--- src/rtl/frame_capture_pkg.sv ---
// Shared types and constants for the frame_capture receiver: FSM states,
// default geometry/width constants and the {R,G,B} pixel unpacking helper.
package frame_capture_pkg;

  localparam int DEF_PIXSIZE = 8;
  localparam int DEF_COLS    = 640;
  localparam int DEF_ROWS    = 480;
  localparam int DEF_ADDR_W  = 19;
  localparam int CFG_W       = 16;
  localparam int RGB_W       = 3 * DEF_PIXSIZE;

  typedef enum logic [2:0] {
    IDLE,
    SYNC,
    WAIT_SOF,
    CAPTURE,
    END
  } state_e;

  typedef struct packed {
    logic [DEF_PIXSIZE-1:0] r;
    logic [DEF_PIXSIZE-1:0] g;
    logic [DEF_PIXSIZE-1:0] b;
  } rgb_t;

  // Red travels in the MSBs, so the first struct member lines up with it.
  function automatic rgb_t unpack_rgb(input logic [RGB_W-1:0] data);
    return rgb_t'(data);
  endfunction

endpackage

--- src/rtl/frame_capture_xy.sv ---
// Raster position tracker: column/row counters plus a linear write address
// that advances by one per written pixel, cleared between frames.
module xy_counter
  import frame_capture_pkg::*;
#(
  parameter int ADDR_W = DEF_ADDR_W,
  parameter int COLS   = DEF_COLS,
  parameter int ROWS   = DEF_ROWS,
  localparam int XW    = $clog2(COLS + 1),
  localparam int YW    = $clog2(ROWS + 1)
) (
  input  logic              clk,
  input  logic              rst_n,
  input  logic              clr_i,
  input  logic              inc_i,
  input  logic [CFG_W-1:0]  cfg_width_i,
  output logic [XW-1:0]     x_o,
  output logic [YW-1:0]     y_o,
  output logic [ADDR_W-1:0] addr_o,
  output logic              tc_o
);

  logic [XW-1:0]     x_q;
  logic [YW-1:0]     y_q;
  logic [ADDR_W-1:0] addr_q;

  assign tc_o   = (x_q == XW'(cfg_width_i - 16'd1));
  assign x_o    = x_q;
  assign y_o    = y_q;
  assign addr_o = addr_q;

  // NOTE: non-blocking assignments keep every register sampling pre-edge values.
  always_ff @(posedge clk) begin
    if (!rst_n || clr_i) begin
      x_q    <= '0;
      y_q    <= '0;
      addr_q <= '0;
    end else if (inc_i) begin
      addr_q <= addr_q + ADDR_W'(1);
      if (tc_o) begin
        x_q <= '0;
        y_q <= y_q + YW'(1);
      end else begin
        x_q <= x_q + XW'(1);
      end
    end
  end

endmodule

--- src/rtl/frame_capture.sv ---
// Frame-buffer writer for a frame_valid/line_valid RGB stream: captures one
// frame per arm (or continuously), writes raster-addressed pixels, checks size.
module frame_capture
  import frame_capture_pkg::*;
#(
  parameter int PIXSIZE = DEF_PIXSIZE,
  parameter int COLS    = DEF_COLS,
  parameter int ROWS    = DEF_ROWS,
  parameter int ADDR_W  = DEF_ADDR_W
) (
  input  logic                 clk,
  input  logic                 rst_n,
  input  logic                 arm,
  input  logic                 cont,
  input  logic [15:0]          cfg_width,
  input  logic [15:0]          cfg_height,
  input  logic                 frame_valid,
  input  logic                 line_valid,
  input  logic [3*PIXSIZE-1:0] rgb_data,
  output logic                 wr_en,
  output logic [ADDR_W-1:0]    wr_addr,
  output logic [PIXSIZE-1:0]   wr_red,
  output logic [PIXSIZE-1:0]   wr_green,
  output logic [PIXSIZE-1:0]   wr_blue,
  output logic                 busy,
  output logic                 frame_done,
  output logic [ADDR_W:0]      pix_count,
  output logic                 err_short,
  output logic                 err_long
);

  localparam int CW = ADDR_W + 1;
  localparam int XW = $clog2(COLS + 1);
  localparam int YW = $clog2(ROWS + 1);

  state_e            state_q;
  logic [15:0]       width_q;
  logic [CW-1:0]     limit_q;
  logic [CW-1:0]     pix_count_q;
  logic              wr_en_q;
  logic [ADDR_W-1:0] wr_addr_q;
  rgb_t              pix_q;
  logic              frame_done_q;
  logic              err_short_q;
  logic              err_long_q;

  rgb_t              px;
  logic              pix_valid;
  logic              sof;
  logic              in_frame;
  logic              room;
  logic              wr_d;
  logic              cnt_clr;
  logic [XW-1:0]     x;
  logic [YW-1:0]     y;
  logic [ADDR_W-1:0] addr;
  logic              tc;
  logic              unused_xy;

  assign px        = unpack_rgb(rgb_data);
  assign pix_valid = frame_valid & line_valid;
  // A 1-cycle frame_valid gap in cont mode lands the next rise on END.
  assign sof       = frame_valid & ((state_q == WAIT_SOF) | ((state_q == END) & cont));
  assign in_frame  = (state_q == CAPTURE) & frame_valid;
  assign room      = sof | (pix_count_q < limit_q);
  assign wr_d      = pix_valid & (sof | in_frame) & room;
  assign cnt_clr   = ((state_q == IDLE) & arm) | ((state_q == CAPTURE) & ~frame_valid);
  assign unused_xy = ^{x, y, tc};

  xy_counter #(
    .ADDR_W (ADDR_W),
    .COLS   (COLS),
    .ROWS   (ROWS)
  ) u_xy (
    .clk         (clk),
    .rst_n       (rst_n),
    .clr_i       (cnt_clr),
    .inc_i       (wr_d),
    .cfg_width_i (width_q),
    .x_o         (x),
    .y_o         (y),
    .addr_o      (addr),
    .tc_o        (tc)
  );

  always_ff @(posedge clk) begin
    if (!rst_n) begin
      state_q      <= IDLE;
      width_q      <= '0;
      limit_q      <= '0;
      pix_count_q  <= '0;
      wr_en_q      <= 1'b0;
      wr_addr_q    <= '0;
      pix_q        <= '0;
      frame_done_q <= 1'b0;
      err_short_q  <= 1'b0;
      err_long_q   <= 1'b0;
    end else begin
      wr_en_q      <= wr_d;
      frame_done_q <= 1'b0;
      if (wr_d) begin
        wr_addr_q <= addr;
        pix_q     <= px;
      end
      unique case (state_q)
        IDLE: if (arm) begin
          width_q     <= cfg_width;
          limit_q     <= CW'(cfg_width) * CW'(cfg_height);
          pix_count_q <= '0;
          err_short_q <= 1'b0;
          err_long_q  <= 1'b0;
          state_q     <= SYNC;
        end
        SYNC: if (!frame_valid) state_q <= WAIT_SOF;
        WAIT_SOF: if (frame_valid) begin
          pix_count_q <= CW'(pix_valid);
          state_q     <= CAPTURE;
        end
        CAPTURE: begin
          if (!frame_valid) begin
            frame_done_q <= 1'b1;
            err_short_q  <= (pix_count_q < limit_q);
            err_long_q   <= (pix_count_q > limit_q);
            state_q      <= END;
          end else if (pix_valid && pix_count_q <= limit_q) begin
            // Saturating one past the limit is what marks a long frame.
            pix_count_q <= pix_count_q + CW'(1);
          end
        end
        END: begin
          if (!cont) begin
            state_q <= IDLE;
          end else if (frame_valid) begin
            pix_count_q <= CW'(pix_valid);
            state_q     <= CAPTURE;
          end else begin
            state_q <= WAIT_SOF;
          end
        end
        default: state_q <= IDLE;
      endcase
    end
  end

  assign wr_en      = wr_en_q;
  assign wr_addr    = wr_addr_q;
  assign wr_red     = pix_q.r;
  assign wr_green   = pix_q.g;
  assign wr_blue    = pix_q.b;
  assign busy       = (state_q != IDLE);
  assign frame_done = frame_done_q;
  assign pix_count  = pix_count_q;
  assign err_short  = err_short_q;
  assign err_long   = err_long_q;

endmodule

--- config.mk ---
export PLATFORM = sky130hd
export DESIGN_NAME = frame_capture
export DESIGN_NICKNAME = d
export VERILOG_FILES = /design/src/rtl/frame_capture_pkg.sv /design/src/rtl/frame_capture_xy.sv /design/src/rtl/frame_capture.sv
export SDC_FILE = /design/constraint.sdc
export NUM_CORES = 1
export LEC_CHECK = 0
export BUFFER_PORTS_ARGS = -buffer_cell sky130_fd_sc_hd__buf_4
export CAP_MARGIN = 20
export CORE_ASPECT_RATIO = 1.25
export CORE_MARGIN = 2
export CORE_UTILIZATION = 50
export CTS_BUF_LIST = sky130_fd_sc_hd__clkbuf_16
export DETAILED_ROUTE_END_ITERATION = 10
export PLACE_DENSITY = 0.73
export SYNTH_ARGS = -nofsm -noshare
export SYNTH_HDL_FRONTEND = slang
export SYNTH_SLANG_ARGS = --single-unit
--- constraint.sdc ---
create_clock -name clk -period 5.8 [get_ports clk]
set_clock_uncertainty 0.05 [all_clocks]
set_input_delay 0.29 -clock clk [delete_from_list [all_inputs] [get_ports clk]]
set_output_delay 0.29 -clock clk [all_outputs]
set_load 0.02 [all_outputs]
==> results.toml, run 1 <==
[status]
status = "complete, no violations"

[global_routing]
grt_pass1_wl_um = 41900
grt_pass1_vias = 8836
grt_max_degree = 67
grt_usage_pct = 22.4
overflow = 0
antenna_found_initial = 0

[hold_path]
whs_endpoint = "wr_blue[3]"
min_path_cells = 3
hold_path.startpoint = "rgb_data[3]"
min_path_type = "input port to register"

[timing]
setup_slack_ns = 0.389
timing.final.setup_violations = 0
fin_crit_sh_pct = 93.3
maxSlewHeadroom_pct = 34.0
slew_viol_final = 0
worst_pin_slew_ns = 0.987
hold_violations = 0
grt_setup_unrepaired = "no"
fin_tns_setup_ns = 0
fmax_ghz = 0.185
period_minus_slack_ns = 5.41

[die]
io_pins = 130
placementRows = 60
start_util_pct = 50.5
die_h_um = 168
die_w_um = 135
die_area_um2 = 22700
core_um2 = 21300

[critical_path]
crit_path_end_kind = "register"
path_cells = "buf_4 > and2_1 > fa_1 > inv_1 > fa_1 > fa_1 > fa_1 > inv_1 > fa_1 > inv_1 > fa_1 > inv_1 > ha_1 > inv_1 > o21bai_1 > a21oi_1 > o21ai_1 > a21oi_1 > o21ai_0 > or3_1 > a311oi_1"
crit_path_frequent_cell = "fa_1"
critPathSlowestCell = "fa_1"
path_depth = 21
cp_data_required_time_ns = 6.01
cp_slowest_stage_delay_ns = 0.56
r2r-start = "pix_count[10]"
critPathBufInv = 6
cp-start-kind = "input port"
regToRegSetupSlack_ns = 2.50
cp.arrival_ns = 5.62
crit_family = "adder cells"
r2r-end = "u_xy.addr_o[0]"
crit_path_max_fanout = 14
criticalPathCategory = "input port to register"
r2r_cells = 8

[run]
cap_viol_max_count = 0

[synth]
syn_avg_cell_area_um2 = 8.35
synth.yosys.seq_area_share_pct = 20.3
syn_inst = 1288
ys_warn_count = 0
postSynth.asyncResetShare_pct = 0
syn-num-nets = 1560
ys_seq_elements = 109
syn-cell-area_um2 = 10800
synth-edff-count = 0
yosys.cell_types.count = 54
ys.flop_type = "dfxtp_1"

[detailed_routing]
drt_iter0_drc = 324
top_layer = "met4"
vias = 8686
postRouteAntennaNets = 0
drc_errors = 0
vias_per_cell = 5.23
drt-pass1-iter-count = 5
wl_per_cell_um = 14.8
wl_met2_um = 13000
wl_met3_um = 971
wl_um = 24600
drt-met1-wl_um = 10100

[power]
pwr_density_cell_nw_per_um2 = 435
p_leak_uw = 0.00551
vdd_drop_max_mv = 0.322

[clock_tree]
clockBufferDepth = 2
cts_root_buffer = "clkbuf_16"
cts_tree = "done"
clk_pin_slew_ns = 0.08
htreeDepth = 3
clock_latency_ns = 0.35
postCtsSetupRepairBufs = 0
holdBufCountCts = 0
numCtsBuffers = 9
clock-sinks = 109
cts_resized = 0

[placement]
place.gp.congestion = 0.880
dp_slack_ns = 0.0575
placedInstanceArea_um2 = 11900
dp_hpwl_um = 19400
io_buffers = 129

[layout]
fin_area_um2 = 12200
finalNetCount = 1651
layout_common_cells = "nand2_1 (250), inv_1 (203), buf_4 (138)"
diodes = 0
drive_gt1_share_pct = 12.7
syn_to_final_growth_pct = 13.1
final_common_cell = "nand2_1"
-- registers in the layout, indices dropped and copies added (netlist names), 3 cells and up --
name         count
wr_blue          8
pix_count       20
wr_green         8
wr_addr         19
state_q          3
limit_q         20
u_xy.addr_o     19
wr_red           8
-- worst reg2reg max path: cells and delay by family, from the launching register on --
family / cells / cell delay (ns)
adder cells (fa/ha/maj): 1 / 0.31
flip-flops: 1 / 0.52
AO/OA/AOI/OAI: 4 / 1.08
AND/OR/NAND/NOR: 3 / 1.21
-- cells in the mapped netlist (18+ instances only) --
library cell | number | area share [%]
nand3_1 | 20 | 0.93
a21oi_1 | 80 | 3.7
clkbuf_1 | 42 | 1.5
ha_1 | 79 | 9.2
nand2_1 | 250 | 8.7
xnor2_1 | 40 | 3.3
nor2_1 | 34 | 1.2
fa_1 | 131 | 24
nand4_1 | 18 | 1.0
and2_1 | 97 | 5.6
inv_1 | 204 | 7.1
dfxtp_1 | 109 | 20
-- layout make-up --
class                           instances  area, um2
Clock inverter                          6       53.8
Sequential cell                       109       2180
Timing Repair Buffer                  138       1040
Tap cell                              279        349
Fill cell                            2013       9150
Inverter                              204        766
Clock buffer                            9        225
Multi-Input combinational cell        917       7560
-- report_power, final --
group          internal [uW]  switching, uW  leakage, uW
Sequential               799           25.2     0.000882
Combinational           1690           2200      0.00449
Clock                    297            293     0.000134
Total                   2780           2510      0.00551
-- metrics by stage --
stage                     total power, uW  hold WS [ns]  util [%]  instances
after floorplan                      3850         0.380         -       1288
after global placement               4640         0.389      55.7       1646
after detailed placement             4740         0.394      55.8       1647
after CTS                            5350         0.123      57.1       1662
after global routing                 5900         0.131      57.1       1662
final                                5300         0.133      57.1       1662
-- worst max-delay path by stage --
stage,from,to,slack [ns]
floorplan,cfg_height[6],limit_q[19],0.29
global placement,cfg_height[6],limit_q[19],0.16
detailed placement,cfg_height[6],limit_q[19],0.06
CTS,cfg_height[6],limit_q[19],0.41
global route,cfg_height[6],limit_q[19],0.07
finish,cfg_height[6],limit_q[19],0.39
-- layer usage --
metal / up-vias / track usage [%]
met5: - / 0
met4: 0 / 6.97
met3: 40 / 1.84
met2: 213 / 41.3
met1: 4202 / 27.6
li1: 4231 / -
-- kinds of logic after synthesis --
group	count (synthesis)	share of synthesized area, %
AND/OR/NAND/NOR	493	22.8
buffers and inverters	262	9.48
adder cells (fa/ha/maj)	210	33.6
AO/OA/AOI/OAI	149	8.38
flip-flops	109	20.3
XOR/XNOR	50	4.07
multiplexers	15	1.40
(Power assumes the default switching activity.)
==> run 2: changes to the inputs <==
- CORE_UTILIZATION: 50 -> 55
- PLACE_DENSITY: 0.73 -> 0.79
==> run 2 against run 1 <==
Final cell count fell by 0.84%; worst hold slack got worse by 0.0052 ns; register-to-register slack improved by 0.04 ns; flip-flop and latch count did not move; critical path type unchanged; combinational power fell by 1%; largest power group unchanged; core utilization rose by 5.8 points; global-route usage rose by 2.0 points; largest cell class unchanged; sequential share of layout area barely moved; routed wire length fell by 1.4%.
==> results.toml, run 2 (synthesis gave the netlist of run 1 again) <==
[detailed_routing]
vias_per_cell = 5.33
drt-pass1-iter-count = 6
wl_per_cell_um = 14.8
wl_um = 24300
vias = 8780
drt_iter0_drc = 414
postRouteAntennaNets = 0
drc_errors = 0

[timing]
fin_crit_sh_pct = 94.1
worst_pin_slew_ns = 0.965
period_minus_slack_ns = 5.46
hold_violations = 0
slew_viol_final = 0
whs_ns = 0.128
maxSlewHeadroom_pct = 35.5
grt_setup_unrepaired = "no"
fmax_ghz = 0.183
setup_slack_ns = 0.344
timing.final.setup_violations = 0

[run]
cap_viol_max_count = 0

[critical_path]
r2r-end = "u_xy.addr_o[0]"
endpoint = "limit_q[19]"
regToRegSetupSlack_ns = 2.54
r2r-start = "pix_count[10]"
critPathSlowestCell = "fa_1"
cp-start-kind = "input port"
cp_slowest_stage_delay_ns = 0.56
path_depth = 21
critPathBufInv = 6
critPathLaunch = "cfg_height[6]"
crit_path_end_kind = "register"
cp_data_required_time_ns = 6.01
crit_path_max_fanout = 14
crit_path_frequent_cell = "fa_1"
crit_family = "adder cells"
r2r_cells = 8
cp.arrival_ns = 5.66
criticalPathCategory = "input port to register"
path_cells = "buf_4 > and2_1 > fa_1 > inv_1 > fa_1 > fa_1 > fa_1 > inv_1 > fa_1 > inv_1 > fa_1 > inv_1 > ha_1 > inv_1 > o21bai_1 > a21oi_1 > o21ai_1 > a21oi_1 > o21ai_0 > or3_1 > a311oi_1"

[layout]
finalNetCount = 1650
multi_input_area_um2 = 7560
layout_common_cells = "nand2_1 (250), inv_1 (204), buf_4 (137)"
diodes = 0
syn_to_final_growth_pct = 12.9
nFillCells = 1685
final_common_cell = "nand2_1"
seq_area_um2 = 2180
drive_gt1_share_pct = 12.7

[clock_tree]
cts_resized = 0
holdBufCountCts = 0
numCtsBuffers = 9
postCtsSetupRepairBufs = 0
cts_tree = "done"
cts_root_buffer = "clkbuf_16"
clk_pin_slew_ns = 0.08
clockBufferDepth = 2
htreeDepth = 3
clock_latency_ns = 0.35
clock-sinks = 109

[die]
die_h_um = 160
die_area_um2 = 20700
placementRows = 57
start_util_pct = 55.7
die_w_um = 129
io_pins = 130
core_um2 = 19300

[power]
p_leak_uw = 0.00551
vdd_drop_max_mv = 0.367
pwr_density_cell_nw_per_um2 = 432

[global_routing]
overflow = 0
grt_usage_pct = 24.4
grt_pass1_vias = 8818
antenna_found_initial = 0
grt_pass1_wl_um = 41300
grt_max_degree = 67

[placement]
io_buffers = 129
dp_slack_ns = -0.0148
dp_hpwl_um = 19300
place.gp.congestion = 0.869

[status]
status = "complete, no violations"

[hold_path]
min_path_type = "input port to register"
[run 2: cell count changes in the layout (fill, tap and decap cells not counted)]
cell | previous run | this run
buf_4 | 138 | 137
inv_1 | 203 | 204
[run 2: worst min-delay path by stage]
| stage | start | end | slack [ns] | cells after the start |
|---|---|---|---|---|
| 2_1_floorplan | rgb_data[0] | wr_blue[0] | 0.38 | 2 |
| 3_3_place_gp | wr_green[0] | wr_green[0] | 0.39 | 2 |
| 3_5_place_dp | wr_green[2] | wr_green[2] | 0.40 | 2 |
| 4_1_cts | rgb_data[5] | wr_blue[5] | 0.12 | 3 |
| 5_1_grt | rgb_data[20] | wr_red[4] | 0.13 | 3 |
| 6_report | rgb_data[21] | wr_red[5] | 0.13 | 3 |
[run 2: layout make-up]
class	count	share of cell area [%]
repair buffers	137	8.47
clock buffers	9	1.85
inverters	204	6.30
well taps	265	2.73
clock inverters	7	0.474
flip-flops and latches	109	18.0
multi-input cells	917	62.2
[run 2: report_power, final]
group	switching [uW]	leakage [uW]	internal, uW
sequential	25.5	0.000882	799
clock	290	0.000140	298
combinational	2170	0.00448	1670
total	2480	0.00551	2770
[run 2: per-stage QoR]
stage               instance area [um2]  std cells  power [uW]  utilization, %  setup TNS, ns
floorplan                         10800       1288        3850               -              0
global placement                  11900       1631        4580            61.4              0
detailed placement                11900       1631        4690            61.4        -0.0148
CTS                               12100       1647        5280            62.8              0
global route                      12100       1648        5830            62.9              0
finish                            12100       1648        5250            62.9              0
[run 2: routing by layer]
metal	track usage, %	routed length (um)
met1	29.9	10000
met2	44.2	12700
met3	2.63	945
met4	8.00	652
met5	0	0
[run 2: worst register-to-register path, stage by stage (launching register included)]
cell and delay (ns):
dfxtp_1 0.51, ha_1 0.31, a21o_1 0.18, a21o_1 0.18, a221oi_2 0.38, a41oi_1 0.34, nor2_4 0.81, nand2_1 0.19
nor3b_1 0.18
